<file path="src/rtl/up_down_counter_param_if.sv">
// Control/status bundle for the parametrised up/down counter.
// The testbench or parent drives through master; the counter uses slave.
interface up_down_counter_param_if #(
    parameter int WIDTH  = 4,
    parameter int STEP_W = 2
);
    logic              clear;
    logic              load;
    logic [WIDTH-1:0]  load_val;
    logic              en;
    logic              up_down;
    logic [STEP_W-1:0] step;
    logic [WIDTH-1:0]  bin_count;
    logic              ovf;
    logic              unf;
    logic              at_max;
    logic              at_min;

    modport master (
        output clear, load, load_val, en, up_down, step,
        input  bin_count, ovf, unf, at_max, at_min
    );

    modport slave (
        input  clear, load, load_val, en, up_down, step,
        output bin_count, ovf, unf, at_max, at_min
    );
endinterface

</file>
<file path="src/rtl/up_down_counter_param.sv">
// Parametrised up/down counter: modulus, wrap/saturate, variable step,
// clear/load/enable priority and registered overflow/underflow pulses.
module up_down_counter_param #(
    parameter int WIDTH    = 4,
    parameter int MAX_VAL  = 2**WIDTH-1,
    parameter int STEP_W   = 2,
    parameter bit SATURATE = 1'b0
) (
    input logic clk,
    input logic rst,
    up_down_counter_param_if.slave bus
);
    // Wide enough for count+step and for an unclipped step input.
    localparam int AW = ((STEP_W > WIDTH) ? STEP_W : WIDTH) + 1;
    localparam logic [AW-1:0] MAXV = AW'(MAX_VAL);
    localparam logic [AW-1:0] MODV = AW'(MAX_VAL + 1);

    logic [WIDTH-1:0] r_count;
    logic             r_ovf;
    logic             r_unf;

    logic [AW-1:0]    w_cnt;
    logic [AW-1:0]    w_step;
    logic [AW-1:0]    w_s;
    logic [AW-1:0]    w_sum;
    logic [AW-1:0]    w_diff;
    logic [AW-1:0]    w_wrap_up;
    logic [AW-1:0]    w_wrap_dn;
    logic [AW-1:0]    w_load;
    logic             w_up_ovf;
    logic             w_dn_unf;

    logic [WIDTH-1:0] w_count_nxt;
    logic             w_ovf_nxt;
    logic             w_unf_nxt;

    assign w_cnt     = AW'(r_count);
    assign w_step    = AW'(bus.step);
    assign w_s       = (w_step > MAXV) ? MAXV : w_step;
    assign w_sum     = w_cnt + w_s;
    assign w_diff    = w_cnt - w_s;
    assign w_wrap_up = w_sum - MODV;
    assign w_wrap_dn = w_cnt + MODV - w_s;
    assign w_up_ovf  = (w_sum > MAXV);
    assign w_dn_unf  = (w_s > w_cnt);
    assign w_load    = AW'(bus.load_val);

    always_comb begin
        w_count_nxt = r_count;
        w_ovf_nxt   = 1'b0;
        w_unf_nxt   = 1'b0;
        if (bus.clear) begin
            w_count_nxt = '0;
        end else if (bus.load) begin
            w_count_nxt = (w_load > MAXV) ? WIDTH'(MAXV)
                                          : bus.load_val;
        end else if (bus.en && (w_s != '0)) begin
            if (bus.up_down) begin
                if (w_up_ovf) begin
                    w_ovf_nxt   = 1'b1;
                    w_count_nxt = SATURATE ? WIDTH'(MAXV)
                                           : WIDTH'(w_wrap_up);
                end else begin
                    w_count_nxt = WIDTH'(w_sum);
                end
            end else begin
                if (w_dn_unf) begin
                    w_unf_nxt   = 1'b1;
                    w_count_nxt = SATURATE ? '0
                                           : WIDTH'(w_wrap_dn);
                end else begin
                    w_count_nxt = WIDTH'(w_diff);
                end
            end
        end
    end

    always_ff @(posedge clk or posedge rst) begin
        if (rst) begin
            r_count <= '0;
            r_ovf   <= 1'b0;
            r_unf   <= 1'b0;
        end else begin
            r_count <= w_count_nxt;
            r_ovf   <= w_ovf_nxt;
            r_unf   <= w_unf_nxt;
        end
    end

    assign bus.bin_count = r_count;
    assign bus.ovf       = r_ovf;
    assign bus.unf       = r_unf;
    assign bus.at_max    = (w_cnt == MAXV);
    assign bus.at_min    = (r_count == '0);
endmodule

</file>
<file path="src/flat_wrapper.sv">
// flat-port wrapper written by rule: the top's interface ports become plain ports
module up_down_counter_param_flat 
#(
    parameter int WIDTH    = 4,
    parameter int MAX_VAL  = 2**WIDTH-1,
    parameter int STEP_W   = 2,
    parameter bit SATURATE = 1'b0
)
  (clk, rst, bus_clear, bus_load, bus_load_val, bus_en, bus_up_down, bus_step, bus_bin_count, bus_ovf, bus_unf, bus_at_max, bus_at_min);
  up_down_counter_param_if #(.WIDTH(WIDTH), .STEP_W(STEP_W)) bus_i ();
  input logic clk;
  input logic rst;
  input wire logic [$bits(bus_i.clear)-1:0] bus_clear;
  input wire logic [$bits(bus_i.load)-1:0] bus_load;
  input wire logic [$bits(bus_i.load_val)-1:0] bus_load_val;
  input wire logic [$bits(bus_i.en)-1:0] bus_en;
  input wire logic [$bits(bus_i.up_down)-1:0] bus_up_down;
  input wire logic [$bits(bus_i.step)-1:0] bus_step;
  output wire logic [$bits(bus_i.bin_count)-1:0] bus_bin_count;
  output wire logic [$bits(bus_i.ovf)-1:0] bus_ovf;
  output wire logic [$bits(bus_i.unf)-1:0] bus_unf;
  output wire logic [$bits(bus_i.at_max)-1:0] bus_at_max;
  output wire logic [$bits(bus_i.at_min)-1:0] bus_at_min;
  assign bus_i.clear = bus_clear;
  assign bus_i.load = bus_load;
  assign bus_i.load_val = bus_load_val;
  assign bus_i.en = bus_en;
  assign bus_i.up_down = bus_up_down;
  assign bus_i.step = bus_step;
  assign bus_bin_count = bus_i.bin_count;
  assign bus_ovf = bus_i.ovf;
  assign bus_unf = bus_i.unf;
  assign bus_at_max = bus_i.at_max;
  assign bus_at_min = bus_i.at_min;
  up_down_counter_param #(.WIDTH(WIDTH), .MAX_VAL(MAX_VAL), .STEP_W(STEP_W), .SATURATE(SATURATE)) u_core (.clk(clk), .rst(rst), .bus(bus_i));
endmodule
</file>
<file path="config.mk">
export PLATFORM = sky130hd
export DESIGN_NAME = up_down_counter_param_flat
export DESIGN_NICKNAME = d
export VERILOG_FILES = /design/src/rtl/up_down_counter_param_if.sv /design/src/rtl/up_down_counter_param.sv /design/src/flat_wrapper.sv
export SDC_FILE = /design/constraint.sdc
export NUM_CORES = 1
export LEC_CHECK = 0
export CORE_UTILIZATION = 30
export DETAILED_ROUTE_END_ITERATION = 10
export GPL_TIMING_DRIVEN = 0
export PLACE_DENSITY_LB_ADDON = 0.3
export SYNTH_ARGS = -nofsm -noshare
export SYNTH_HDL_FRONTEND = slang
export SYNTH_SLANG_ARGS = --single-unit
</file>
<file path="constraint.sdc">
create_clock -name clk -period 2.13 [get_ports clk]
set_clock_uncertainty 0.2 [all_clocks]
set_input_delay 0.213 -clock clk [delete_from_list [all_inputs] [get_ports clk]]
set_output_delay 0.213 -clock clk [all_outputs]
set_load 0.02 [all_outputs]
</file>
### After elaboration in Yosys (flattened, before gate mapping)

Index checks and enable logic that the tools add are counted.

* reductions and logical operators: 4
* multiplexer cells: 18
* add/sub/neg operators: 5
* equality and inequality tests: 1
* magnitude comparators: 4

Operator list (count)
* 4-bit 2-to-1 mux: 8
* 1-bit 2-to-1 mux: 10
* 4-bit subtractor: 2
* 4-bit by 4-bit adder with 5-bit output: 1
* 5-bit by 4-bit greater-than comparator with 1-bit output: 1
* 5-bit by 4-bit greater-than comparator with 1-bit output, second input constant: 1
* 5-bit nonzero test: 1
* 4-bit by 1-bit adder with 4-bit output, second input constant: 1
* 4-bit equality test, second input constant: 1
* 2-bit by 4-bit greater-than comparator with 1-bit output, second input constant: 1
* 4-bit greater-than comparator, second input constant: 1
* 4-bit logical NOT: 1
* 4-bit by 1-bit subtractor with 4-bit output, second input constant: 1
* 3-bit nonzero test: 1
* 1-bit logical AND: 1

* output and inout port bits: 8
* word-level logic and storage cells: 35
* input port bits: 12
* register bits: 6

### Depth between registers and ports, before layout

Gate-level depths: netlist of the first run.

* depth after elaboration: 9
* mapped depth: 8

### Worst setup path after synthesis of the first run

Ideal clock, no wire load.

* path kind: flip-flop to flip-flop
* from: register u_core.r_count[1] (netlist: u_core.bus.bin_count[1])
* to: register u_core.r_count[3] (netlist: u_core.bus.bin_count[3])
* setup time: 0.131 ns
* clock period less this slack: 2.159 ns
* data required time: 1.799 ns
* cell stages (with the launch flop): 6
* path slack: -0.029 ns
* data arrival time: 1.829 ns
* cell sequence: dfrtp_1 -> inv_1 -> ha_1 -> a2111o_1 -> a2111oi_2 -> nor3_1

* cells in the longest elaborated chain, start to end: 7
* elaborated cells between the ends (all ways): 13
* those cells by class: 5 x add/sub; 2 x order compare; 6 x mux

RTL lines
* from (decl): RTL line up_down_counter_param.sv:18 `logic [WIDTH-1:0] r_count;`
* from (signal assigned): RTL line up_down_counter_param.sv:84 `r_count <= w_count_nxt;`
* 4-bit by 1-bit adder with 4-bit output or 4-bit by 4-bit adder with 5-bit output (tied branches): RTL line up_down_counter_param.sv:43, up_down_counter_param.sv:40
* 4-bit subtractor, or another cell as far along: RTL line up_down_counter_param.sv:43 `assign w_wrap_dn = w_cnt + MODV - w_s;`
* 4-bit 2-to-1 mux (on tied branches): RTL line up_down_counter_param.sv:67, up_down_counter_param.sv:59
* 4-bit 2-to-1 mux *: RTL line up_down_counter_param.sv:58 `if (bus.up_down) begin`
* 4-bit 2-to-1 mux *: RTL line up_down_counter_param.sv:57 `end else if (bus.en && (w_s != '0)) begin`
* 4-bit 2-to-1 mux *: RTL line up_down_counter_param.sv:54 `end else if (bus.load) begin`
* 4-bit 2-to-1 mux *: RTL line up_down_counter_param.sv:52 `if (bus.clear) begin`

Mark *: on every way between the ends. The rest lies on a longest branch, timed or not. The select of a mux whose other input is x is not followed.
A chain may end at the register's enable or synchronous reset.

### Worst setup path in the final report of the first run

* from: register u_core.r_count[0] (netlist: u_core.bus.bin_count[0])
* to: register u_core.r_count[2] (netlist: u_core.bus.bin_count[2])

Same word-level chain as after synthesis.

==> results.json, run 1 <==
{
  "status": "completed",
  "fin_nets": 104,
  "path_max_fanout": 6,
  "grt_max_degree": 9,
  "power_frac_comb": 0.346,
  "clock_latency_ns": 0.24,
  "end_kind": "register",
  "drc_errors": 0,
  "globalRouteOverflowTotal": 0,
  "drtPass1Iterations": 4,
  "syn-num-nets": 76,
  "power_mw": 0.3718,
  "cp-start-kind": "register",
  "finalHoldViolCount": 0,
  "power_density_nw_per_um2": 470.9,
  "drv_cap": 0,
  "cts_made_buffers": 3,
  "via_count": 499,
  "setup-violations-final": 0,
  "portBuffers": 19,
  "gp_congestion": 0.7364,
  "grt_pass1_wl_um": 2049,
  "drive_above_1_share": 0.1446,
  "h-tree-depth": 1,
  "syn_avg_cell_area_sq_um": 9.049,
  "ys_ff_latch": 6,
  "period_share": 0.9606,
  "cts_buffer_depth": 2,
  "diodes": 0,
  "fmax_mhz": 488.7,
  "start_util": 0.3287,
  "area_delta_synth_final_pct": 55.80,
  "grt_pass1_vias": 483,
  "arrival_ns": 1.99,
  "register_area_sq_um": 152.6,
  "wire_per_inst_um": 12.29,
  "drtIter0Drc": 19,
  "die_x_um": 43.10,
  "slew_viol_final": 0,
  "worst_pin_slew_ns": 0.6125,
  "cts_sinks": 6,
  "wl_met3_um": 59,
  "p_int_mw": 0.2595,
  "avgViaCountPerCell": 5.040,
  "ant_nets": 0,
  "yosysSeqAreaShare": 0.2963,
  "yosys_warnings": 0,
  "multi_input_comb_area_sq_um": 326.6,
  "p_sw_frac": 0.3020,
  "die_area_sq_um": 1858,
  "relSlewSlack": 0.5889,
  "synthXorXnorAreaFrac": 0.01728,
  "period_minus_slack_ns": 2.046,
  "top_layer": "met3",
  "antenna_found_initial": 0,
  "grt_use_total": 0.1491,
  "cts_tree": "built",
  "fill_cells": 144,
  "drt-met1-wl_um": 545,
  "syn_inst": 56,
  "switchingPower_mw": 0.1123,
  "syn-cell-area_sq_um": 506.7,
  "root_buffer": "clkbuf_4",
  "totalWireLength_um": 1217,
  "coreArea_sq_um": 1541,
  "max-vdd-ir-drop_mv": 0.3903,
  "clock_power_share": 0.295,
  "synth_top_area_cell": "dfrtp_1",
  "synth_top_area_frac": 0.2963,
  "leakage_nw": 0.3794,
  "wl_met2_um": 612,
  "rows": 14,
  "synth-adder-area-share": 0.2272,
  "io_pins": 20,
  "synth_compound_area_frac": 0.1877,
  "crit_type": "reg -> reg",
  "rsz0062_at_grt": "false",
  "die_h_um": 43.10,
  "required_ns": 2.07,
  "seqPwrFrac": 0.358,
  "place_inst": 91,
  "muxShareOfSynthArea": 0.02222,
  "synth_top_family_by_area": "adder cells",
  "yosys.area_share.simple": 0.1827,
  "yosysUniqueCellTypes": 23,
  "hpwl_um": 954.3,
  "hold_path_class": "in -> reg",
  "path_clk_slew_ns": 0.05,
  "stdcell_count": 99,
  "synth_area_leaders": "dfrtp_1, ha_1, fa_1"
}
[cells in the mapped netlist (all sizes together)]
cell type / instances
a2111o: 1
a2111oi: 2
a211oi: 2
a21oi: 2
a221o: 1
and3: 1
dfrtp: 6
fa: 2
ha: 6
inv: 9
mux2: 1
nand2: 4
nor2: 5
nor2b: 2
nor3: 4
nor4: 1
o211ai: 2
o21ai: 2
or2: 1
or3: 1
xnor2: 1
[state kept, by name, indices dropped and copies added (netlist names)]
name and flops:
u_core.bus.bin_count 4, u_core.bus.ovf 1, u_core.bus.unf 1
[per-stage QoR]
stage / TNS (ns) / util / hold slack (ns) / setup slack (ns) / cell area (sq um)
detailed placement: -0.5488 / 0.4659 / 0.2403 / -0.2166 / 718.2
floorplan: 0 / - / -0.1961 / 0.07453 / 508.0
global placement: -0.4718 / 0.4659 / 0.2420 / -0.1800 / 718.2
global route: 0 / 0.5122 / 0.3282 / 0.002444 / 789.5
CTS: 0 / 0.4903 / 0.3160 / 0.005457 / 755.7
finish: 0 / 0.5122 / 0.3266 / 0.08396 / 789.5
[critical path, cell delays in order (launching register included)]
cell,delay [ns]
dfrtp_2,0.45
inv_1,0.09
ha_1,0.14
inv_1,0.06
fa_1,0.35
or2_0,0.22
a21oi_2,0.15
xnor2_1,0.08
a211oi_1,0.22
[per-layer routing]
layer,vias to the layer above,track usage
li1,250,-
met1,231,0.1754
met2,18,0.2478
met3,0,0.06383
met4,0,0.03636
met5,-,0
[kinds of logic after synthesis]
kind of cell	count (synthesis)
XOR/XNOR	1
AND/OR/NAND/NOR	19
adder cells (fa/ha/maj)	8
buffers and inverters	9
multiplexers	1
flip-flops	6
AO/OA/AOI/OAI	12
[cell usage in the layout, fill, tap and decap left out, types with 2 or more instances in the layout]
cell type        count
inv_1                9
clkbuf_4             3
ha_1                 6
buf_4                3
nor2_1               5
fa_1                 2
nand2_1              4
nor3_1               4
nor2b_1              2
dlymetal6s2s_1       3
a211oi_1             2
clkdlybuf4s50_1     16
o211ai_1             2
dfrtp_1              4
dfrtp_2              2
[area by class of cell]
cell class	count	area share
Tap cell	16	0.02536
Timing Repair Buffer	23	0.2916
Multi-Input combinational cell	41	0.4136
Inverter	9	0.04279
Clock buffer	4	0.03328
Sequential cell	6	0.1933
[final timing paths]
path / slack [ns] / end / start / cells past startpoint
max: 0.08 / u_core.bus.bin_count[2]$_DFFE_PP0P_ / u_core.bus.bin_count[0]$_DFFE_PP0P_ / 8
min: 0.33 / u_core.bus.bin_count[1]$_DFFE_PP0P_ / bus_load_val[1] / 3
max reg2reg: 0.08 / u_core.bus.bin_count[2]$_DFFE_PP0P_ / u_core.bus.bin_count[0]$_DFFE_PP0P_ / 8
min reg2reg: 0.47 / u_core.bus.ovf$_DFF_PP0_ / u_core.bus.bin_count[3]$_DFFE_PP0P_ / 2
max in group asynchronous: 0.97 / u_core.bus.bin_count[0]$_DFFE_PP0P_ / rst / 3
min in group asynchronous: 0.55 / u_core.bus.bin_count[2]$_DFFE_PP0P_ / rst / 3
[power by group through the flow]
stage | logic, mW | registers (mW) | clock network, mW
floorplan | 0.0558 | 0.140 | 0
global placement | 0.117 | 0.136 | 0
detailed placement | 0.119 | 0.136 | 0
CTS | 0.121 | 0.135 | 0.116
global route | 0.142 | 0.134 | 0.128
finish | 0.129 | 0.133 | 0.110
[repair_timing]
item                       in CTS  in global routing
hold endpoints to repair        6                  0
buffers inserted                0                  3
resized for setup               1                  4
setup endpoints to repair       1                  4
hold buffers                    1                  0
pin swaps                       0                  1
Power figures use the tool's default switching activity.
==> run 2, diff against run 1 <==
ABC_AREA = 1   (was not set)
CORE_ASPECT_RATIO = 0.75   (was not set)
SLEW_MARGIN = 20   (was not set)
==> run 2 against run 1 <==
  * Count of clock-buffer cells in the layout shrank 1
  * First-iteration DRC count up 26%
  * Sequential cell count unchanged
  * Via count rose by 13%
  * Die area rose by 4.6%
  * Critical path depth up 1
  * Hold slack better by 0.088 ns
  * Sequential share of layout area decreased by 0.067 points
  * Sequential power is 6% higher
  * Non-clock buffer count shrank 3
  * Combinational power is 19% higher
  * Largest cell class unchanged
==> results.json, run 2 <==
{
  "gr-usage-met1": 0.1857,
  "fmax_mhz": 510.4,
  "async_reset_ff_frac": 1.000,
  "hpwl_um": 1085,
  "slowest_delay_ns": 0.49,
  "start_util": 0.3397,
  "crit_path_top_delay_cell": "clkdlybuf4s50_1",
  "rsz0062_at_grt": "false",
  "portBuffers": 19,
  "synth_edf_count": 0,
  "slew_viol_final": 0,
  "clock_latency_ns": 0.25,
  "drv_cap": 0,
  "totalWireLength_um": 1309,
  "power_density_nw_per_um2": 513.1,
  "avgViaCountPerCell": 4.723,
  "drtPass1Iterations": 4,
  "hold_path_class": "in -> reg",
  "cts_buffer_depth": 2,
  "path_max_fanout": 5,
  "grt_pass1_wl_um": 2111,
  "die_area_sq_um": 1942,
  "wire_per_inst_um": 11.00,
  "max-vdd-ir-drop_mv": 0.3789,
  "required_ns": 2.10,
  "fin_nets": 120,
  "grtUsageMet2": 0.2700,
  "period_share": 0.9198,
  "path_clk_slew_ns": 0.05,
  "power_mw": 0.4031,
  "yosys_warnings": 0,
  "grt_util_met3": 0.05952,
  "drtIter0Drc": 24,
  "die_x_um": 50.56,
  "drive_above_1_share": 0.04082,
  "synth-main-ff-cell": "dfrtp_1",
  "syn_avg_cell_area_sq_um": 7.073,
  "top_usage_layer": "met2",
  "crit_family": "adder cells",
  "syn_inst": 75,
  "cts_tree": "built",
  "cp-start-kind": "primary input",
  "status": "completed",
  "diodes": 0,
  "finalHoldViolCount": 0,
  "synth_area_leaders": "dfrtp_1, ha_1, nand2_1",
  "setup-violations-final": 0,
  "coreArea_sq_um": 1562,
  "area_delta_synth_final_pct": 48.11,
  "arrival_ns": 1.93,
  "via_count": 562,
  "syn-cell-area_sq_um": 530.5,
  "ant_nets": 0,
  "grt_use_total": 0.1623,
  "end_kind": "register",
  "drc_errors": 0,
  "worst_pin_slew_ns": 0.2740,
  "die_h_um": 38.42,
  "io_pins": 20,
  "leakage_nw": 0.4113,
  "relSlewSlack": 0.8174,
  "synth_top_area_cell": "dfrtp_1",
  "ys_ff_latch": 6,
  "r2r_setup_slack_ns": 0.21,
  "antenna_found_initial": 0,
  "final_cell_mix": "nand2_1, clkdlybuf4s50_1, inv_1",
  "yosysUniqueCellTypes": 15,
  "fin_area_sq_um": 785.8,
  "grt_max_degree": 8,
  "crit_type": "in -> reg",
  "rows": 12,
  "cp.buffers_inverters": 1,
  "place_area_sq_um": 747.0,
  "root_buffer": "clkbuf_4",
  "cts_made_buffers": 3,
  "gp_congestion": 0.8512,
  "cts_sinks": 6,
  "worstPathCellList": "clkdlybuf4s50_1 > ha_1 > fa_1 > nand2_1 > o21ai_1 > or2_0 > nand3_1 > nand2_1 > o21ai_1",
  "grt_pass1_vias": 478,
  "largest_reg_flops": 4,
  "period_minus_slack_ns": 1.959,
  "syn-num-nets": 95,
  "yosysSeqAreaShare": 0.2830,
  "synth_common_cells": "nand2_1, inv_1, nor2_1, dfrtp_1, ha_1",
  "globalRouteOverflowTotal": 0,
  "yosysMostFrequentCell": "nand2_1",
  "h-tree-depth": 1,
  "synth_top_area_frac": 0.2830
}
run 2: changes by cell type in the layout (fill, tap and decap cells not counted), sizes merged, moves of 2 or more:
cell and delta:
buf -3, nand3 +5, nand2 +13, o21ai +4
inv +6, a2111oi -2, nor2b -2, a211oi -2
o22ai +2, nor2 +3
run 2: per-stage QoR:
stage / util / hold WS, ns / TNS (ns) / std cells / worst slack [ns]
6_report: 0.5032 / 0.4143 / 0 / 119 / 0.1709
5_1_grt: 0.5032 / 0.4229 / 0 / 119 / 0.07127
4_1_cts: 0.5000 / 0.4065 / 0 / 119 / 0.04130
3_5_place_dp: 0.4784 / 0.2647 / -0.1228 / 115 / -0.1068
3_3_place_gp: 0.4784 / 0.2396 / -0.07513 / 115 / -0.04760
2_1_floorplan: - / -0.1960 / 0 / 75 / 0.2767
run 2: per-layer routing:
layer  wire, um  up-vias
met4         24        0
li1           -      287
met2        563       21
met1        634      250
met5          0        -
met3         87        4
run 2: kinds of logic after synthesis:
logic type / count (synthesis) / share of synthesized area
AO/OA/AOI/OAI: 11 / 0.1179
adder cells (fa/ha/maj): 8 / 0.2170
AND/OR/NAND/NOR: 35 / 0.2759
flip-flops: 6 / 0.2830
buffers and inverters: 15 / 0.1061
run 2: worst paths after layout:
| path | start | endpoint | cells after the start |
|---|---|---|---|
| setup / recovery | bus_step[0] | u_core.bus.bin_count[2]$_DFFE_PP0P_ | 9 |
| hold / removal | bus_load_val[1] | u_core.bus.bin_count[1]$_DFFE_PP0P_ | 3 |
| setup reg to reg | u_core.bus.bin_count[0]$_DFFE_PP0P_ | u_core.bus.bin_count[2]$_DFFE_PP0P_ | 8 |
| hold reg to reg | u_core.bus.bin_count[3]$_DFFE_PP0P_ | u_core.bus.bin_count[3]$_DFFE_PP0P_ | 2 |
| max in group asynchronous | rst | u_core.bus.bin_count[1]$_DFFE_PP0P_ | 3 |
| min in group asynchronous | rst | u_core.bus.bin_count[0]$_DFFE_PP0P_ | 3 |
run 2: cell type report:
| cell class | instances | area, sq um |
|---|---|---|
| Fill cell | 152 | 775.7 |
| Multi-Input combinational cell | 54 | 324.1 |
| Timing Repair Buffer | 20 | 205.2 |
| Sequential cell | 6 | 151.4 |
| Inverter | 15 | 56.30 |
| Tap cell | 21 | 26.28 |
| Clock buffer | 3 | 22.52 |
run 2: worst register-to-register path, stage by stage (launching register included):
cell and delay, ns:
dfrtp_1 0.42, ha_1 0.24, fa_1 0.36, nand2_1 0.11, o21ai_1 0.11, or2_0 0.21, nand3_1 0.07, nand2_1 0.05
o21ai_1 0.07
run 2: repair_timing:
| item | CTS | global route |
|---|---|---|
| hold endpoints to repair | 6 | 0 |
| hold buffers | 1 | 0 |
| gates resized for setup | 1 | 2 |
| endpoints found under the setup margin | 1 | 2 |
| pin swaps | 0 | 0 |
| buffers inserted | 0 | 0 |
run 2: report_power, final:
group,switching (mW),internal (mW),total [mW]
logic,0.0806,0.0727,0.153
registers,0.0177,0.123,0.141
clock network,0.0448,0.0640,0.109
total,0.143,0.260,0.403
